**config.mk**
```make
export PLATFORM = sky130hd
export DESIGN_NAME = edge_event_detector
export DESIGN_NICKNAME = d
export VERILOG_FILES = /design/src/rtl/edge_det_pkg.sv /design/src/rtl/sync_chain_enable.sv /design/src/rtl/edge_event_detector.sv
export SDC_FILE = /design/constraint.sdc
export NUM_CORES = 1
export LEC_CHECK = 0
export CAP_MARGIN = 15
export CELL_PAD_IN_SITES_DETAIL_PLACEMENT = 1
export CELL_PAD_IN_SITES_GLOBAL_PLACEMENT = 2
export CORE_ASPECT_RATIO = 1.4
export CORE_MARGIN = 2
export CORE_UTILIZATION = 29
export CTS_CLUSTER_SIZE = 16
export DETAILED_ROUTE_END_ITERATION = 6
export PLACE_DENSITY_LB_ADDON = 0.1
export RECOVER_POWER = 25
export SYNTH_ARGS = -nofsm -noshare
export SYNTH_HDL_FRONTEND = slang
export SYNTH_SLANG_ARGS = --single-unit
```
**constraint.sdc**
```tcl
create_clock -name clk -period 5.25 [get_ports clk]
set_clock_uncertainty 0.15 [all_clocks]
set_input_delay 1.05 -clock clk [delete_from_list [all_inputs] [get_ports clk]]
set_output_delay 1.05 -clock clk [all_outputs]
set_load 0.05 [all_outputs]
```
**src/rtl/edge_det_pkg.sv**
```systemverilog
// Shared encodings for the edge event detector: edge-select modes and
// the arming state machine states.
package edge_det_pkg;

  // Edge-select encodings driven on the mode input.
  typedef enum logic [1:0] {
    MODE_RISE = 2'b00,
    MODE_FALL = 2'b01,
    MODE_BOTH = 2'b10,
    MODE_NONE = 2'b11
  } mode_e;

  // Arming FSM: ARMING suppresses detection until the synchroniser and
  // history register hold real samples; ACTIVE is held until reset.
  typedef enum logic {
    ARMING = 1'b0,
    ACTIVE = 1'b1
  } arm_state_e;

endpackage

```
**src/rtl/sync_chain_enable.sv**
```systemverilog
// Per-channel multi-stage synchroniser that only shifts on enabled cycles.
// Stage 0 samples the asynchronous input; q is the last stage.
module sync_chain_enable #(
  parameter int WIDTH       = 16,
  parameter int SYNC_STAGES = 2
) (
  input  logic             clk,
  input  logic             reset,
  input  logic             en,
  input  logic [WIDTH-1:0] d,
  output logic [WIDTH-1:0] q
);

  logic [WIDTH-1:0] stage [SYNC_STAGES];

  // Shift chain: clear on reset, advance one stage per enabled cycle.
  always_ff @(posedge clk) begin
    if (reset) begin
      for (int i = 0; i < SYNC_STAGES; i++) begin
        stage[i] <= '0;
      end
    end else if (en) begin
      stage[0] <= d;
      for (int i = 1; i < SYNC_STAGES; i++) begin
        stage[i] <= stage[i-1];
      end
    end
  end

  assign q = stage[SYNC_STAGES-1];

endmodule

```
**src/rtl/edge_event_detector.sv**
```systemverilog
// Multi-channel edge event detector: synchronises inputs, detects edges
// against a history register, emits one-cycle pulses, latches sticky flags
// and keeps a saturating event count. Detection is held off by an arming
// FSM until the synchroniser has filled after reset.
//
// Handshake: there is no valid/ready flow here. The enable e qualifies
// each clock edge: sampling, history and arming advance only when e=1,
// while clr, cnt_clr and reset act on every edge irrespective of e.
module edge_event_detector
  import edge_det_pkg::*;
#(
  parameter int WIDTH       = 16,
  parameter int SYNC_STAGES = 2,
  parameter int CNT_W       = 8
) (
  input  logic             clk,
  input  logic             reset,
  input  logic             e,
  input  logic [WIDTH-1:0] d,
  input  logic [1:0]       mode,
  input  logic [WIDTH-1:0] clr,
  input  logic             cnt_clr,
  output logic [WIDTH-1:0] q,
  output logic [WIDTH-1:0] pulse,
  output logic [WIDTH-1:0] sticky,
  output logic             irq,
  output logic [CNT_W-1:0] count,
  output logic             armed
);

  localparam int PW    = $clog2(WIDTH + 1);
  localparam int SW    = ((CNT_W > PW) ? CNT_W : PW) + 1;
  localparam int ARM_W = $clog2(SYNC_STAGES + 1);
  localparam logic [ARM_W-1:0] ARM_LAST = ARM_W'(SYNC_STAGES);
  localparam logic [SW-1:0]    CNT_MAX  = {{(SW-CNT_W){1'b0}}, {CNT_W{1'b1}}};

  arm_state_e       state, state_next;
  logic [ARM_W-1:0] arm_cnt, arm_cnt_next;

  logic [WIDTH-1:0] prev;
  logic [WIDTH-1:0] raw_event;
  logic [WIDTH-1:0] gated_event;
  logic [PW-1:0]    pop;
  logic [SW-1:0]    count_base;
  logic [SW-1:0]    count_sum;
  logic [CNT_W-1:0] count_next;

  sync_chain_enable #(
    .WIDTH       (WIDTH),
    .SYNC_STAGES (SYNC_STAGES)
  ) u_sync (
    .clk   (clk),
    .reset (reset),
    .en    (e),
    .d     (d),
    .q     (q)
  );

  // Arming FSM state register and enabled-cycle counter.
  always_ff @(posedge clk) begin
    if (reset) begin
      state   <= ARMING;
      arm_cnt <= '0;
    end else begin
      state   <= state_next;
      arm_cnt <= arm_cnt_next;
    end
  end

  // Arming FSM next state: leave ARMING on the (SYNC_STAGES+1)-th enabled cycle.
  always_comb begin
    state_next   = state;
    arm_cnt_next = arm_cnt;
    case (state)
      ARMING: begin
        if (e) begin
          if (arm_cnt == ARM_LAST) begin
            state_next   = ACTIVE;
            arm_cnt_next = '0;
          end else begin
            arm_cnt_next = arm_cnt + ARM_W'(1);
          end
        end
      end
      ACTIVE:  state_next = ACTIVE;
      default: state_next = ARMING;
    endcase
  end

  assign armed = (state == ACTIVE);

  // Raw edge detection on pre-update q and prev, selected by mode.
  always_comb begin
    raw_event = '0;
    case (mode)
      MODE_RISE: raw_event = q & ~prev;
      MODE_FALL: raw_event = ~q & prev;
      MODE_BOTH: raw_event = q ^ prev;
      MODE_NONE: raw_event = '0;
      default:   raw_event = '0;
    endcase
  end

  assign gated_event = (e && armed) ? raw_event : '0;

  // Population count of this cycle's gated events.
  always_comb begin
    pop = '0;
    for (int i = 0; i < WIDTH; i++) begin
      pop = pop + PW'(gated_event[i]);
    end
  end

  // Saturating counter update; cnt_clr replaces the old value with this cycle's events.
  always_comb begin
    count_base = cnt_clr ? '0 : SW'(count);
    count_sum  = count_base + SW'(pop);
    count_next = (count_sum > CNT_MAX) ? {CNT_W{1'b1}} : count_sum[CNT_W-1:0];
  end

  // History, pulse, sticky and counter registers.
  always_ff @(posedge clk) begin
    if (reset) begin
      prev   <= '0;
      pulse  <= '0;
      sticky <= '0;
      count  <= '0;
    end else begin
      if (e) begin
        prev <= q;
      end
      pulse  <= gated_event;
      sticky <= (sticky & ~clr) | gated_event;
      count  <= count_next;
    end
  end

  assign irq = |sticky;

endmodule
```
# After elaboration in Yosys (flattened, before gate mapping)
# Memories as Yosys holds them, arrays and structs flattened.
# Cells that the tools add are included.
[op_classes]
n_eq_ne = 4
n_mux = 15
add_sub_neg = 17
bitwise_logic = 11
magnitude_cmp = 1
reduce_logical = 4
[ops]
columns = ["op", "count"]
rows = [
  ["$pmux W16 S4", 1],
  ["$add A5 B1 Y5", 11],
  ["$and A16 B16 Y16", 3],
  ["$mux W16", 3],
  ["$not A16 Y16", 3],
  ["$mux W8", 2],
  ["$or A16 B16 Y16", 1],
  ["$reduce_or A16 Y1", 1],
  ["$xor A16 B16 Y16", 1],
  ["$add A8 B5 Y9", 1],
  ["$gt A9 B8 Y1 const B", 1],
  ["$mux W1", 7],
  ["$eq A2 B2 Y1 const B", 3],
  ["$add A4 B1 Y5", 1],
  ["$add A3 B1 Y4", 1],
  ["$add A2 B1 Y3", 1],
  ["$add A1 B1 Y2", 1],
  ["$add A2 B1 Y2 const B", 1],
  ["$eq A2 B1 Y1 const B", 1],
  ["$logic_not A2 Y1", 1],
  ["$mux W2", 1],
  ["$or A1 B1 Y1", 2],
  ["$pmux W1 S2", 1],
  ["$reduce_and A2 Y1", 1],
  ["2 further kinds", 2],
]
[totals]
mem_bits_rw = 32
regBits = 59
output_inout_bits = 58
input_bits = 38
mem_count = 1
word_cells = 59
[mem_list]
columns = ["name", "words", "width", "rd", "rd_ports_with_merged_regs", "write_ports", "line_no", "source"]
rows = [
  ["u_sync.stage", 2, 16, 2, 0, 2, "sync_chain_enable.sv:14", "logic [WIDTH-1:0] stage [SYNC_STAGES];"],
]

# Longest topological paths before layout
# An unclocked memory read counts as a cell.
[depth]
ltp_word = 23
ltp_mapped = 23
ltp_nobuf = 21

# Hierarchy
# Synthesis repeated with hierarchy kept, for this count alone.
[unflattened]
cells_unflattened = 485
area_unflattened_um2 = 5012.3
[modules_own_cells]
columns = ["module", "seq_area_each_um2", "n_inst", "cells_per_inst", "area_per_inst_um2"]
rows = [
  ["edge_event_detector", 1181.1, 1, 398, 3589.7],
  ["sync_chain_enable", 960.9, 1, 87, 1422.6],
]

# Least setup slack after synthesis
# No wires, ideal clock.
[synth_path]
path_type = "input to register"
from = "in mode[1]"
to = "reg count[5]"
n_path_buf = 4
t_required_ps = 5021
cell_stages = 21
setup_time_ps = 79
path_slack_ps = -461
arrival_ps = 5483
cell_sequence = "buf_4 nor2b_1 buf_4 buf_6 nand2_1 o21ai_0 nand2_1 inv_1 fa_1 inv_1 fa_1 fa_1 fa_1 fa_1 fa_1 nand2b_1 a21oi_2 o21ai_2 or2_1 buf_6 o221ai_2"
[synth_between]
elab_chain_cells = 21
word_cells_on_any_way = 24
classes_between = "add/sub (16); order compare (1); eq/ne (3); mux (3); reduce/logical (1)"
[synth_lines]
columns = ["item", "line_no", "source"]
rows = [
  ["start: declaration", "edge_event_detector.sv:20", "input logic [1:0] mode,"],
  ["$eq A2 B2 Y1, or another cell as far along", "edge_event_detector.sv:95", "case (mode)"],
  ["$pmux W16 S4 (*)", "edge_event_detector.sv:95", ""],
  ["$mux W16 (*)", "edge_event_detector.sv:104", "assign gated_event = (e && armed) ? raw_event : '0;"],
  ["net gated_event[0]", "edge_event_detector.sv:42", "logic [WIDTH-1:0] gated_event;"],
  ["$add A1 B1 Y2 (*)", "edge_event_detector.sv:110", "pop = pop + PW'(gated_event[i]);"],
  ["$add A2 B1 Y3 (*)", "edge_event_detector.sv:110", ""],
  ["$add A3 B1 Y4 (*)", "edge_event_detector.sv:110", ""],
  ["$add A4 B1 Y5 (*)", "edge_event_detector.sv:110", ""],
  ["$add A5 B1 Y5 (*) (11 in a row)", "edge_event_detector.sv:110", ""],
  ["$add A8 B5 Y9 (*)", "edge_event_detector.sv:117", "count_sum = count_base + SW'(pop);"],
  ["$gt A9 B8 Y1", "edge_event_detector.sv:118", "count_next = (count_sum > CNT_MAX) ? {CNT_W{1'b1}} : count_sum[CNT_W-1:0];"],
  ["$mux W8 (*)", "edge_event_detector.sv:118", ""],
  ["end signal: assignment", "edge_event_detector.sv:134", "count <= count_next;"],
  ["end: declaration", "edge_event_detector.sv:27", "output logic [CNT_W-1:0] count,"],
]
# Mark *: on every way through the listed nets, which the timed path passes. The rest lies on a longest branch.
# A chain may end at the register's enable or synchronous reset.

# Worst setup path after layout
[layout_path]
from = "in mode[1]"
to = "reg count[5]"
[layout_between]
elab_chain_cells = 21
word_cells_on_any_way = 24
classes_between = "add/sub (16); order compare (1); eq/ne (3); mux (3); reduce/logical (1)"
[layout_lines]
columns = ["item", "line_no"]
rows = [
  ["$eq A2 B2 Y1, or another cell as far along", "edge_event_detector.sv:95"],
  ["$pmux W16 S4 (*)", "edge_event_detector.sv:95"],
  ["$mux W16 (*)", "edge_event_detector.sv:104"],
  ["$add A1 B1 Y2", "edge_event_detector.sv:110"],
  ["$add A2 B1 Y3", "edge_event_detector.sv:110"],
  ["$add A3 B1 Y4", "edge_event_detector.sv:110"],
  ["$add A4 B1 Y5", "edge_event_detector.sv:110"],
  ["$add A5 B1 Y5 (10 in a row)", "edge_event_detector.sv:110"],
  ["$add A5 B1 Y5 (*)", "edge_event_detector.sv:110"],
  ["$add A8 B5 Y9 (*)", "edge_event_detector.sv:117"],
  ["$gt A9 B8 Y1", "edge_event_detector.sv:118"],
  ["$mux W8 (*)", "edge_event_detector.sv:118"],
]
# Mark *: on every way between the ends. The rest lies on a longest branch, timed or not.

==> impl_metrics.yaml <==
run:
  cap_viol_max_count: 0
sta:
  maxSlewViolCount: 0
  clock.fmax_ghz: 0.190
  timing.final.crit_share_pct: 100
  setup_viol: 4
  setup_ws_ns: -0.0262
  fin_hold_ws_ns: 0.341
  relSlewSlack_pct: 47.8
  period_minus_slack_ns: 5.28
  setup_tns_ns: -0.0338
  hold_viol_final: 0
  rsz0062_at_grt: "true"
  worst_slew_pin_slew_ns: 0.782
logic_synthesis:
  synthTopCellsByCount: "inv_1 (68), dfxtp_1 (59), ha_1 (40), nor2_1 (38), nand2_1 (34)"
  yosysWarnings: 0
  syn_area_per_cell_sq_um: 9.88
  synth_edf_count: 32
  postSynthCellCount: 484
  ys.flop_type: "dfxtp_1"
  synth_area_leaders: "dfxtp_1 (25%), edfxtp_1 (20%), ha_1 (10%)"
  synth_cell_types: 37
  synth_top_cell_by_area: "dfxtp_1"
  syn-num-nets: 574
  synth_most_common_cell: "inv_1"
  ys_seq_area_share_pct: 44.8
  synth_top_area_share_pct: 24.7
  syn_area_sq_um: 4780
  ys_ff_latch: 91
  async_reset_ff_share_pct: 0
worst_setup_path:
  crit_buf_inv: 3
  critPathTopFamily: "adder cells"
  required_ns: 5.37
  crit_arrival_ns: 5.39
  r2r_cells: 19
  r2r-end: "count[5]$_SDFF_PP0_"
  cp-start-kind: "primary input"
  crit_path_max_incr_delay_ns: 0.57
  cp_cell_sequence: "buf_12 > buf_12 > buf_6 > mux2i_1 > o21ai_1 > nand2_1 > fa_1 > fa_1 > fa_1 > fa_1 > fa_2 > fa_2 > nand2b_4 > a21oi_4 > o21ai_2 > or2_4 > o221ai_2"
  worst-path-max-fanout: 6
  path_class: "in2reg"
  end_kind: "flop"
  worst_path_max_delay_cell: "fa_1"
  path_depth: 17
  crit_top_cell: "fa_1"
  reg2reg_setup_slack_ns: 0.22
  reg2reg_from: "u_sync.stage[0][31]$_SDFFCE_PN0P_"
outcome:
  status: "complete, but fails checks"
  failed_checks: "negative setup slack"
detailed_routing:
  routed_via_density: 4.35
  firstDrtPassIters: 4
  vias: 3462
  wl_microns: 11900
  drtIter0Drc: 61
  drc: 0
  wl_per_cell_microns: 14.9
  drt.antenna.violating_nets: 0
grt:
  track_usage_pct: 14.2
  grt_pass1_wl_microns: 19400
  grt_pass1_vias: 3786
  grt_max_degree: 63
  antenna_found_initial: 0
  grt_overflow: 0
floorplan:
  die_h_microns: 156
  die_area_sq_um: 17500
  rows: 55
  pin_count: 96
  core_sq_um: 16200
  fp.dieW_microns: 113
  initial_utilization_pct: 29.6
hold_path:
  hold_path.startpoint: "sticky[5]$_SDFF_PP0_"
  holdPathStages: 2
  hp-class: "reg2reg"
  hold_path_end: "sticky[5]$_SDFF_PP0_"
placement:
  portBuffers: 95
  hpwl_microns: 8970
  pre_cts_slack_ns: -0.944
  gp_congestion: 0.817
finish:
  antenna_cells: 0
  areaGrowthSynthToFinish_pct: 33.6
  final_net_count: 681
  fill_cells: 1828
  multi_input_area_sq_um: 2220
  seq_area_sq_um: 2140
  drive_gt1_share_pct: 13.3
clock_tree:
  cts_inserted_buffers: 9
  postCtsHoldBufs: 0
  clk_latency_ns: 0.34
  cts_tree: "yes"
  ctsRootBufferMaster: "clkbuf_16"
  h-tree-depth: 3
  cts_sinks: 91
  clk_pin_slew_ns: 0.06
  cts_buffer_depth: 2
power:
  power_leakage_nw: 2.75
  powerDensity_nw_per_um2: 242
  ir_drop_v: 0.000137
==> area by class of cell <==
cell class	instances	area share [%]
multi-input cells	289	34.7
clock buffers	12	3.70
clock inverters	4	0.313
flip-flops and latches	91	33.5
repair buffers	132	19.9
well taps	199	3.90
inverters	68	3.99
==> cells in the final DEF, fill, tap and decap left out, types with 2 or more instances in the layout <==
cell and instances:
buf_4 32, a211oi_1 2, o211a_1 2, o21ai_0 10
and2_1 32, a21oi_2 4, a21oi_1 21, clkbuf_16 9
nand2b_1 22, inv_1 65, ha_1 40, nand2_1 29
nor4_1 4, inv_2 3, clkbuf_1 3, edfxtp_1 32
clkdlybuf4s50_1 91, buf_6 3, xor2_1 2, nand2_2 5
buf_12 2, or2_2 2, o21ai_1 9, buf_2 2
mux2i_1 32, fa_1 10, clkinv_2 4, nor2b_1 4
dfxtp_1 59, fa_2 2, nor2_1 38
==> kinds of logic after synthesis <==
group,synth area share [%]
buf+inv,10.3
flops,44.8
xor+xnor,0.366
fa+ha+maj,15.5
compound gates,6.31
mux,6.91
simple gates,15.9
==> registers in the layout, summed over array words and instances, names as in the netlist <==
register / cells
arm_cnt: 2
sticky: 16
count: 8
prev: 16
armed: 1
pulse: 16
u_sync.stage: 32
==> metrics by stage <==
stage	instances	total power, mW	instance area, sq um	utilization (%)
6_report	795	1.55	6390	39.5
3_5_place_dp	769	0.975	5990	37.1
2_1_floorplan	484	0.911	4820	-
3_3_place_gp	769	0.969	5990	37.1
4_1_cts	791	1.58	6340	39.2
5_1_grt	795	1.62	6390	39.5
==> worst max-delay path by stage <==
| stage | end | slack (ns) | startpoint |
|---|---|---|---|
| global route | count[5]$_SDFF_PP0_ | -0.14 | mode[1] |
| detailed placement | count[5]$_SDFF_PP0_ | -0.94 | mode[1] |
| finish | count[5]$_SDFF_PP0_ | -0.03 | mode[1] |
| global placement | count[5]$_SDFF_PP0_ | -0.86 | mode[1] |
| floorplan | count[5]$_SDFF_PP0_ | -0.30 | mode[1] |
| CTS | count[5]$_SDFF_PP0_ | 0.002 | mode[1] |
==> worst reg2reg max path: stages, from the launching register on <==
cell and delay, ns:
edfxtp_1 0.42, inv_1 0.07, ha_1 0.27, inv_1 0.04, mux2i_2 0.15, o21ai_1 0.08, nand2_1 0.09, inv_2 0.04
fa_1 0.49, inv_1 0.05, fa_1 0.48, fa_1 0.50, fa_1 0.51, fa_2 0.41, fa_2 0.38, nand2b_4 0.16
a21oi_4 0.17, o21ai_2 0.07, or2_4 0.28, o221ai_2 0.16
==> report_power, final <==
group          switching [mW]  total (mW)  internal, mW
clock                   0.264       0.582         0.318
combinational           0.103       0.189        0.0859
sequential             0.0181       0.775         0.757
==> per-layer routing <==
metal | up-vias | global-route usage [%] | share of wire, %
met5 | - | 0 | 0
met4 | 0 | 4.53 | 1.2
li1 | 1736 | - | -
met3 | 11 | 3.34 | 4.2
met2 | 73 | 26.4 | 54
met1 | 1642 | 15.9 | 40
==> what timing repair did <==
| action | CTS | global route |
|---|---|---|
| pin swaps | 15 | 14 |
| cloned | 2 | 0 |
| gates resized for setup | 33 | 10 |
| endpoints found under the hold margin | 0 | 0 |
| setup endpoints to repair | 8 | 8 |
| setup buffers | 5 | 4 |
No activity file was read; power rests on OpenSTA's default activity.
==> variant, RTL diff (same settings) <==
Put one more register stage on the output `sticky`, cleared by the reset. The value now appears one clock later. The other outputs are not delayed to match. Comments in the files are not updated.
--- a/src/rtl/edge_event_detector.sv
+++ b/src/rtl/edge_event_detector.sv
@@ -33,6 +33,8 @@
   localparam int ARM_W = $clog2(SYNC_STAGES + 1);
   localparam logic [ARM_W-1:0] ARM_LAST = ARM_W'(SYNC_STAGES);
   localparam logic [SW-1:0]    CNT_MAX  = {{(SW-CNT_W){1'b0}}, {CNT_W{1'b1}}};
+
+  logic [WIDTH-1:0] sticky_s0;
 
   arm_state_e       state, state_next;
   logic [ARM_W-1:0] arm_cnt, arm_cnt_next;
@@ -123,18 +125,26 @@
     if (reset) begin
       prev   <= '0;
       pulse  <= '0;
-      sticky <= '0;
+      sticky_s0 <= '0;
       count  <= '0;
     end else begin
       if (e) begin
         prev <= q;
       end
       pulse  <= gated_event;
-      sticky <= (sticky & ~clr) | gated_event;
+      sticky_s0 <= (sticky_s0 & ~clr) | gated_event;
       count  <= count_next;
     end
   end
 
-  assign irq = |sticky;
+  assign irq = |sticky_s0;
+
+  always_ff @(posedge clk) begin
+    if (reset) begin
+      sticky <= '0;
+    end else begin
+      sticky <= sticky_s0;
+    end
+  end
 
 endmodule
Formal check against the unedited RTL: not equivalent (a bounded check fails within 10 cycles, from zero or initial values and one cycle with reset high).
==> variant against the original RTL <==
- the flow still finishes with violations (negative setup slack)
- final cell count rose by 12%
- final area rose by 12%
- global-route usage fell by 0.063 points
- routed wire length rose by 7.8%
- total power rose by 15%
- count of clock-buffer cells in the layout fell by 2
- synthesized area rose by 8.1%
- combinational power rose by 4%
- critical path depth rose by 1
- fmax fell by 0.23%
- first-iteration DRC count rose by 72%
- worst setup slack got worse by 0.012 ns
- sequential cell count rose by 16
- utilization rose by 1.6 points
- critical path type unchanged
- highest routed layer unchanged
==> variant: results (changes against the original RTL) <==
- Outcome: finished with violations
- Failing checks: negative setup slack
- Critical path arrival: 5.43 ns (+0.04 ns)
- VDD IR-drop max: 108 uV (-21%)
- Hold endpoint: sticky[3]
- Fill cells: 1979 (+8.3%)
- Pre-CTS setup slack: -0.909 ns (+0.0341 ns)
- Relative slew slack: 0.426 (-0.0524)
- Largest net degree at the start of global routing: 77 (+22%)
- Synth cell types: 33 (-11%)
- Gr usage total: 0.141 (-0.000632)
- Clock-net power: 0.685 mW (+18%)
- Leakage: 3.10 nW (+13%)
- R2r setup slk: 0.16 ns (-0.06 ns)
- Syn_nets: 600 (+4.5%)
- Starting DRC count in detailed routing: 105 (+72%)
- Compound-gate portion of the synthesized area: 0.0654 (+0.00230)
- DP Area: 6410 um^2 (+6.9%)
- Area growth, synth to finish: 38.4%
- First-pass GRT wire length: 20500 um (+5.3%)
- Top post-synthesis cells by area: dfxtp_1 29%, edfxtp_1 19%, ha_1 9.7%, mux2i_1 6.4%, inv_1 6.2%
- Post-route setup slack: -0.0385 ns (-0.0122 ns)
- Final #Nets: 738 (+8.4%)
- Placed Instances: 831 (+8.1%)
- Power per Cell Area: 249 nW/um^2 (+2.7%)
- Setup TNS: -0.140 ns (-0.107 ns)
- Post-CTS sizing: 36 (+9.1%)
- Most frequent cells after synthesis: 85 x inv_1, 75 x dfxtp_1, 40 x ha_1
- Placed wire-length estimate: 8940 um (-0.27%)
- Cells on worst reg2reg path: 20 (+1)
- Finish-stage setup viols: 8 (+4)
- Share of layout cells above drive strength 1: 0.167 (+0.0344)
- Synth Area in Adders: 0.143 (-0.0116)
- Die X: 117 um (+3.8%)
- DR vias/cell: 4.25 (-2.5%)
- Hold WS: 0.348 ns (+0.00627 ns)
-- variant: cell types whose count changed after synthesis, moves of 3 or more --
| cell | delta |
|---|---|
| inv_1 | +17 |
| o2bb2ai_1 | +16 |
| nand2b_1 | -19 |
| dfxtp_1 | +16 |
| a21oi_1 | -17 |
| nor2b_1 | +20 |
| clkbuf_1 | +3 |
-- variant: final cells by class --
| cell class | instances | share of cell area |
|---|---|---|
| clock buffer | 10 | 0.0334 |
| timing repair buffer | 163 | 0.213 |
| tap | 236 | 0.0413 |
| clock inverter | 6 | 0.00735 |
| sequential | 107 | 0.344 |
| inverter | 85 | 0.0446 |
| multi-input combinational | 282 | 0.316 |
-- variant: routing by layer --
metal | global-route usage | part of all wire | wire [um] | vias up
li1 | - | - | - | 1881
met1 | 0.166 | 0.43 | 5450 | 1790
met2 | 0.246 | 0.51 | 6460 | 86
met3 | 0.0224 | 0.037 | 476 | 19
met4 | 0.0695 | 0.031 | 392 | 0
met5 | 0 | 0 | 0 | -
